**src/rtl/vctr_strm_mstr.sv**
```systemverilog
// Initiator for the vector-add streamer: reads two source vectors, pushes them
// into the streamer input FIFOs, starts it, drains sums into a result buffer.
//
// Ports:
//   clk, rst                      clock, async active-high reset
//   cmd_valid/cmd_ready           command handshake (ready only when idle)
//   cmd_length, cmd_src*_base,
//   cmd_dst_base                  command fields, latched on accept
//   cmd_done                      one-cycle completion pulse
//   rd1_*/rd2_*                   source buffers, data one cycle after rd*_en
//   wr_*                          result buffer write port
//   data_in_v1*/data_in_v2*       streamer input FIFO pushes and full flags
//   data_out_en/data_out/
//   data_out_empty                streamer output FIFO pop, data next cycle
//   vector_length, start          streamer job length and start request
//   done, idle, ready             streamer status
module vctr_strm_mstr #(
    parameter int DATA_WIDTH  = 16,
    parameter int LENGTH_BITS = 8,
    parameter int ADDR_WIDTH  = 8
) (
    input  logic                   clk,
    input  logic                   rst,
    input  logic                   cmd_valid,
    output logic                   cmd_ready,
    input  logic [LENGTH_BITS-1:0] cmd_length,
    input  logic [ADDR_WIDTH-1:0]  cmd_src1_base,
    input  logic [ADDR_WIDTH-1:0]  cmd_src2_base,
    input  logic [ADDR_WIDTH-1:0]  cmd_dst_base,
    output logic                   cmd_done,
    output logic                   rd1_en,
    output logic [ADDR_WIDTH-1:0]  rd1_addr,
    input  logic [DATA_WIDTH-1:0]  rd1_data,
    output logic                   rd2_en,
    output logic [ADDR_WIDTH-1:0]  rd2_addr,
    input  logic [DATA_WIDTH-1:0]  rd2_data,
    output logic                   wr_en,
    output logic [ADDR_WIDTH-1:0]  wr_addr,
    output logic [DATA_WIDTH-1:0]  wr_data,
    output logic                   data_in_v1_en,
    output logic [DATA_WIDTH-1:0]  data_in_v1,
    input  logic                   data_in_v1_full,
    output logic                   data_in_v2_en,
    output logic [DATA_WIDTH-1:0]  data_in_v2,
    input  logic                   data_in_v2_full,
    output logic                   data_out_en,
    input  logic [DATA_WIDTH-1:0]  data_out,
    input  logic                   data_out_empty,
    output logic [LENGTH_BITS-1:0] vector_length,
    output logic                   start,
    input  logic                   done,
    input  logic                   idle,
    input  logic                   ready
);

    typedef enum logic [2:0] {
        S_IDLE,
        S_START,
        S_STREAM,
        S_DRAIN,
        S_CPL
    } state_t;

    state_t state, state_nxt;

    logic [LENGTH_BITS-1:0] len_q;
    logic [LENGTH_BITS-1:0] rd_cnt;
    logic [LENGTH_BITS-1:0] push_cnt;
    logic [LENGTH_BITS-1:0] wr_cnt;
    logic [ADDR_WIDTH-1:0]  src1_q;
    logic [ADDR_WIDTH-1:0]  src2_q;
    logic [ADDR_WIDTH-1:0]  dst_q;
    logic                   rd_pend;
    logic                   pop_pend;
    logic                   hold_vld;
    logic [DATA_WIDTH-1:0]  hold1;
    logic [DATA_WIDTH-1:0]  hold2;

    logic                   accept;
    logic                   issue;
    logic                   pop;
    logic                   push_ok;
    logic                   push;
    logic                   pop_room;
    logic [LENGTH_BITS:0]   wr_inflight;

    // A word pair is pushed either from the hold register or straight from
    // the read issued last cycle; the two sources never coexist.
    assign push_ok     = !data_in_v1_full && !data_in_v2_full;
    assign push        = (hold_vld || rd_pend) && push_ok;
    assign wr_inflight = {1'b0, wr_cnt} + {{LENGTH_BITS{1'b0}}, pop_pend};
    assign pop_room    = wr_inflight < {1'b0, len_q};

    always_comb begin
        state_nxt = state;
        cmd_ready = 1'b0;
        cmd_done  = 1'b0;
        start     = 1'b0;
        accept    = 1'b0;
        issue     = 1'b0;
        pop       = 1'b0;
        unique case (state)
            S_IDLE: begin
                cmd_ready = 1'b1;
                if (cmd_valid) begin
                    accept    = 1'b1;
                    state_nxt = (cmd_length == '0) ? S_CPL : S_START;
                end
            end
            S_START: begin
                start = 1'b1;
                if (ready) state_nxt = S_STREAM;
            end
            S_STREAM: begin
                // A new read may overlap the push of the previous one only
                // if that push is certain to happen this cycle.
                issue = (rd_cnt < len_q) && !hold_vld
                        && (!rd_pend || push_ok);
                pop   = !data_out_empty && pop_room;
                if (push_cnt == len_q) state_nxt = S_DRAIN;
            end
            S_DRAIN: begin
                pop = !data_out_empty && pop_room;
                if (wr_cnt == len_q && idle) state_nxt = S_CPL;
            end
            S_CPL: begin
                cmd_done  = 1'b1;
                state_nxt = S_IDLE;
            end
            default: state_nxt = S_IDLE;
        endcase
    end

    assign rd1_en        = issue;
    assign rd2_en        = issue;
    assign rd1_addr      = src1_q + ADDR_WIDTH'(rd_cnt);
    assign rd2_addr      = src2_q + ADDR_WIDTH'(rd_cnt);
    assign data_in_v1_en = push;
    assign data_in_v2_en = push;
    assign data_in_v1    = hold_vld ? hold1 : (rd_pend ? rd1_data : '0);
    assign data_in_v2    = hold_vld ? hold2 : (rd_pend ? rd2_data : '0);
    assign data_out_en   = pop;
    assign wr_en         = pop_pend;
    assign wr_addr       = dst_q + ADDR_WIDTH'(wr_cnt);
    assign wr_data       = pop_pend ? data_out : '0;
    assign vector_length = len_q;

    always_ff @(posedge clk or posedge rst) begin
        if (rst) begin
            state    <= S_IDLE;
            len_q    <= '0;
            src1_q   <= '0;
            src2_q   <= '0;
            dst_q    <= '0;
            rd_cnt   <= '0;
            push_cnt <= '0;
            wr_cnt   <= '0;
            rd_pend  <= 1'b0;
            pop_pend <= 1'b0;
            hold_vld <= 1'b0;
            hold1    <= '0;
            hold2    <= '0;
        end else begin
            state <= state_nxt;
            if (accept) begin
                len_q    <= cmd_length;
                src1_q   <= cmd_src1_base;
                src2_q   <= cmd_src2_base;
                dst_q    <= cmd_dst_base;
                rd_cnt   <= '0;
                push_cnt <= '0;
                wr_cnt   <= '0;
                rd_pend  <= 1'b0;
                pop_pend <= 1'b0;
                hold_vld <= 1'b0;
            end else begin
                rd_pend  <= issue;
                pop_pend <= pop;
                if (issue)    rd_cnt   <= rd_cnt + 1'b1;
                if (push)     push_cnt <= push_cnt + 1'b1;
                if (pop_pend) wr_cnt   <= wr_cnt + 1'b1;
                // Blocked read data parks here until both FIFOs have room.
                if (rd_pend && !push_ok) begin
                    hold_vld <= 1'b1;
                    hold1    <= rd1_data;
                    hold2    <= rd2_data;
                end else if (hold_vld && push_ok) begin
                    hold_vld <= 1'b0;
                end
            end
        end
    end

endmodule

```
**config.mk**
```make
export PLATFORM = sky130hd
export DESIGN_NAME = vctr_strm_mstr
export DESIGN_NICKNAME = d
export VERILOG_FILES = /design/src/rtl/vctr_strm_mstr.sv
export SDC_FILE = /design/constraint.sdc
export NUM_CORES = 1
export LEC_CHECK = 0
export ABC_AREA = 1
export BUFFER_PORTS_ARGS = -buffer_cell sky130_fd_sc_hd__buf_2
export CAP_MARGIN = 20
export CORE_MARGIN = 1
export CORE_UTILIZATION = 55
export CTS_BUF_LIST = sky130_fd_sc_hd__clkbuf_2
export CTS_CLUSTER_DIAMETER = 60
export DETAILED_ROUTE_END_ITERATION = 10
export MAX_ROUTING_LAYER = met4
export PLACE_DENSITY = 0.87
export SLEW_MARGIN = 40
export SYNTH_ARGS = -nofsm -noshare
export SYNTH_HDL_FRONTEND = slang
export SYNTH_SLANG_ARGS = --single-unit
```
**constraint.sdc**
```tcl
create_clock -name clk -period 5.7 [get_ports clk]
set_input_delay 1.14 -clock clk [delete_from_list [all_inputs] [get_ports clk]]
set_output_delay 1.14 -clock clk [all_outputs]
set_load 0.02 [all_outputs]
```
==> results.tsv <==
metric	value	unit
status	completed	
multi_input_area	3054	sq um
hold_path.class	register to register	
synth_top_cell_by_area	dfrtp_1	
min_period	4.340	ns
dp_slack	1.958	ns
grt_usage	25.07	%
synthesis.instances	807	
wl	13320	um
clk_path_buf_depth	2	
pwr-share-clk	8.8	%
cp-end-kind	primary output	
ys.flop_type	dfrtp_1	
clock_skew	0.03703	ns
tritoncts	built	
nets	1100	
core	10460	sq um
root_buffer	clkbuf_2	
final_cell_mix	239 x nand2_1, 176 x buf_2, 123 x inv_1	
drt_iter0_drc	257	
intPower	1770	uW
p_per_area	505.5	nW/um^2
clock_sinks	94	
combPwrFrac	57.2	%
rsz0062_at_grt	no	
netSwitchingFraction	50.43	%
avgRoutedWirePerCell	12.01	um
yosys-top-cells-area	dfrtp_1 39%, nand2_1 15%, ha_1 8.3%	
drive_above_1_share	22.30	%
worstSkewPairLatency	0.54	ns
seq_area	2354	sq um
initial_utilization	57.69	%
htree_levels	3	
relSlewSlack	56.79	%
cp.required	4.56	ns
tightest_slew	0.6482	ns
synth_edf_count	0	
port_buffers	176	
drc	0	
start_kind	register	
top_regs	hold1 (16), hold2 (16)	
nFillCells	918	
seqPwrFrac	34.0	%
dr.pass1.iters	5	
cts_resized	0	
fin_ws	1.360	ns
grt_max_degree	65	
cap_violations	0	
period_share	76.14	%
slew_violations	0	
leakagePower	0.004207	uW
synthesis.nets	939	
ir_drop	0.3070	mV
ys_ff_latch	94	
netSwitchingPower	1801	uW
clk_pin_slew	0.23	ns
place_congestion	0.8572	
antenna_found_initial	0	
cts_buffers	9	
drtAntennaViolNets	0	
die_h	106.8	um
place_area	6955	sq um
fmax	230.4	MHz
finalSetupViolCount	0	
n_antenna_cell	0	
num_vias	5620	
cts_hold_buf	0	
cts_setup_buffers	0	
avgSynthCellArea	7.479	sq um
hold_viol_final	0	
ys_seq_area_share	38.97	%
grt_remaining_overflow	0	
post-dp-hpwl	10060	um
synth-async-reset-ratio	100.0	%
die_area	11400	sq um
hold_depth	2	
placementRows	37	
vias_per_cell	5.068	
ff2ff_path_depth	11	
io_pins	178	
synthToLayoutAreaGrowth	17.04	%
final_area	7064	sq um
final_common_cell	nand2_1	
yosys_warnings	0	
die_w	106.8	um
grt_pass1_wl	22280	um
critPathMaxFanout	24	
synth_top_area_share	38.97	%
first_global_vias	4997	
synth_cell_types	36	
path_class	register to primary output	
synthesis.area	6036	sq um
crit_arrival	3.20	ns
fin_setup_tns	0	ns
==> kinds of logic after synthesis <==
kind of cell | count (synthesis) | share of synthesized area (%)
XOR/XNOR | 37 | 5.369
AO/OA/AOI/OAI | 132 | 11.92
adder cells (fa/ha/maj) | 43 | 9.287
AND/OR/NAND/NOR | 346 | 23.94
flip-flops | 94 | 38.97
buffers and inverters | 155 | 10.51
==> cells in the mapped netlist (all sizes together), types with 6 or more instances <==
cell type and n:
nand3 38, buf 18, ha 40, nand2 243
nor2 32, clkbuf 10, or2 6, nand4 13
o21ai 89, inv 127, xnor2 8, dfrtp 94
xor2 29, a21oi 29, nor3 10
==> worst max-delay path, cell delays in order, from the launching register on <==
cell,delay [ns]
dfrtp_1,0.80
ha_1,0.28
ha_1,0.21
nand2_1,0.11
nor2_1,0.12
xor2_1,0.15
ha_1,0.26
a21oi_1,0.15
o211ai_1,0.11
nor2_1,0.11
nand3_1,0.09
nor2_1,0.09
buf_2,0.17
==> per-stage QoR <==
stage / total power [uW] / util [%] / instances / hold WS (ns)
6_report: 3571 / 67.52 / 1109 / 0.5135
5_1_grt: 3912 / 67.52 / 1109 / 0.5285
4_1_cts: 3601 / 67.52 / 1109 / 0.5192
3_5_place_dp: 3280 / 66.48 / 1093 / 0.4714
3_3_place_gp: 3212 / 66.38 / 1093 / 0.4660
2_1_floorplan: 2699 / - / 807 / 0.4528
==> power groups by stage <==
stage / combinational [uW] / sequential [uW] / clock [uW]
2_1_floorplan: 1550 / 1140 / 0
3_3_place_gp: 2000 / 1220 / 0
3_5_place_dp: 2050 / 1230 / 0
4_1_cts: 2060 / 1210 / 328
5_1_grt: 2300 / 1260 / 356
6_report: 2040 / 1210 / 315
==> final timing paths <==
kind                          endpoint     start  slack [ns]
max                        data_out_en     wr_en        1.36
min                           hold1[4]  hold1[4]        0.51
max reg2reg                      wr_en     wr_en        3.16
min reg2reg                   hold1[4]  hold1[4]        0.51
max in group asynchronous    src2_q[2]       rst        4.18
min in group asynchronous     hold2[1]       rst        0.56
==> final cells by class <==
class                           instances  area share, %
Inverter                              127          6.819
Tap cell                              136          2.409
Sequential cell                        94          33.32
Timing Repair Buffer                  178          12.68
Multi-Input combinational cell        558          43.23
Clock inverter                          7         0.9033
Clock buffer                            9         0.6376
==> per-layer routing <==
| metal | vias up | global-route usage [%] | part of all wire (%) |
|---|---|---|---|
| met5 | - | - | 0 |
| met1 | 2570 | 31.59 | 45 |
| met4 | 0 | 6.556 | 1.3 |
| li1 | 2873 | - | - |
| met3 | 13 | 3.404 | 5.1 |
| met2 | 164 | 42.67 | 49 |
No activity file was read; power rests on OpenSTA's default activity.
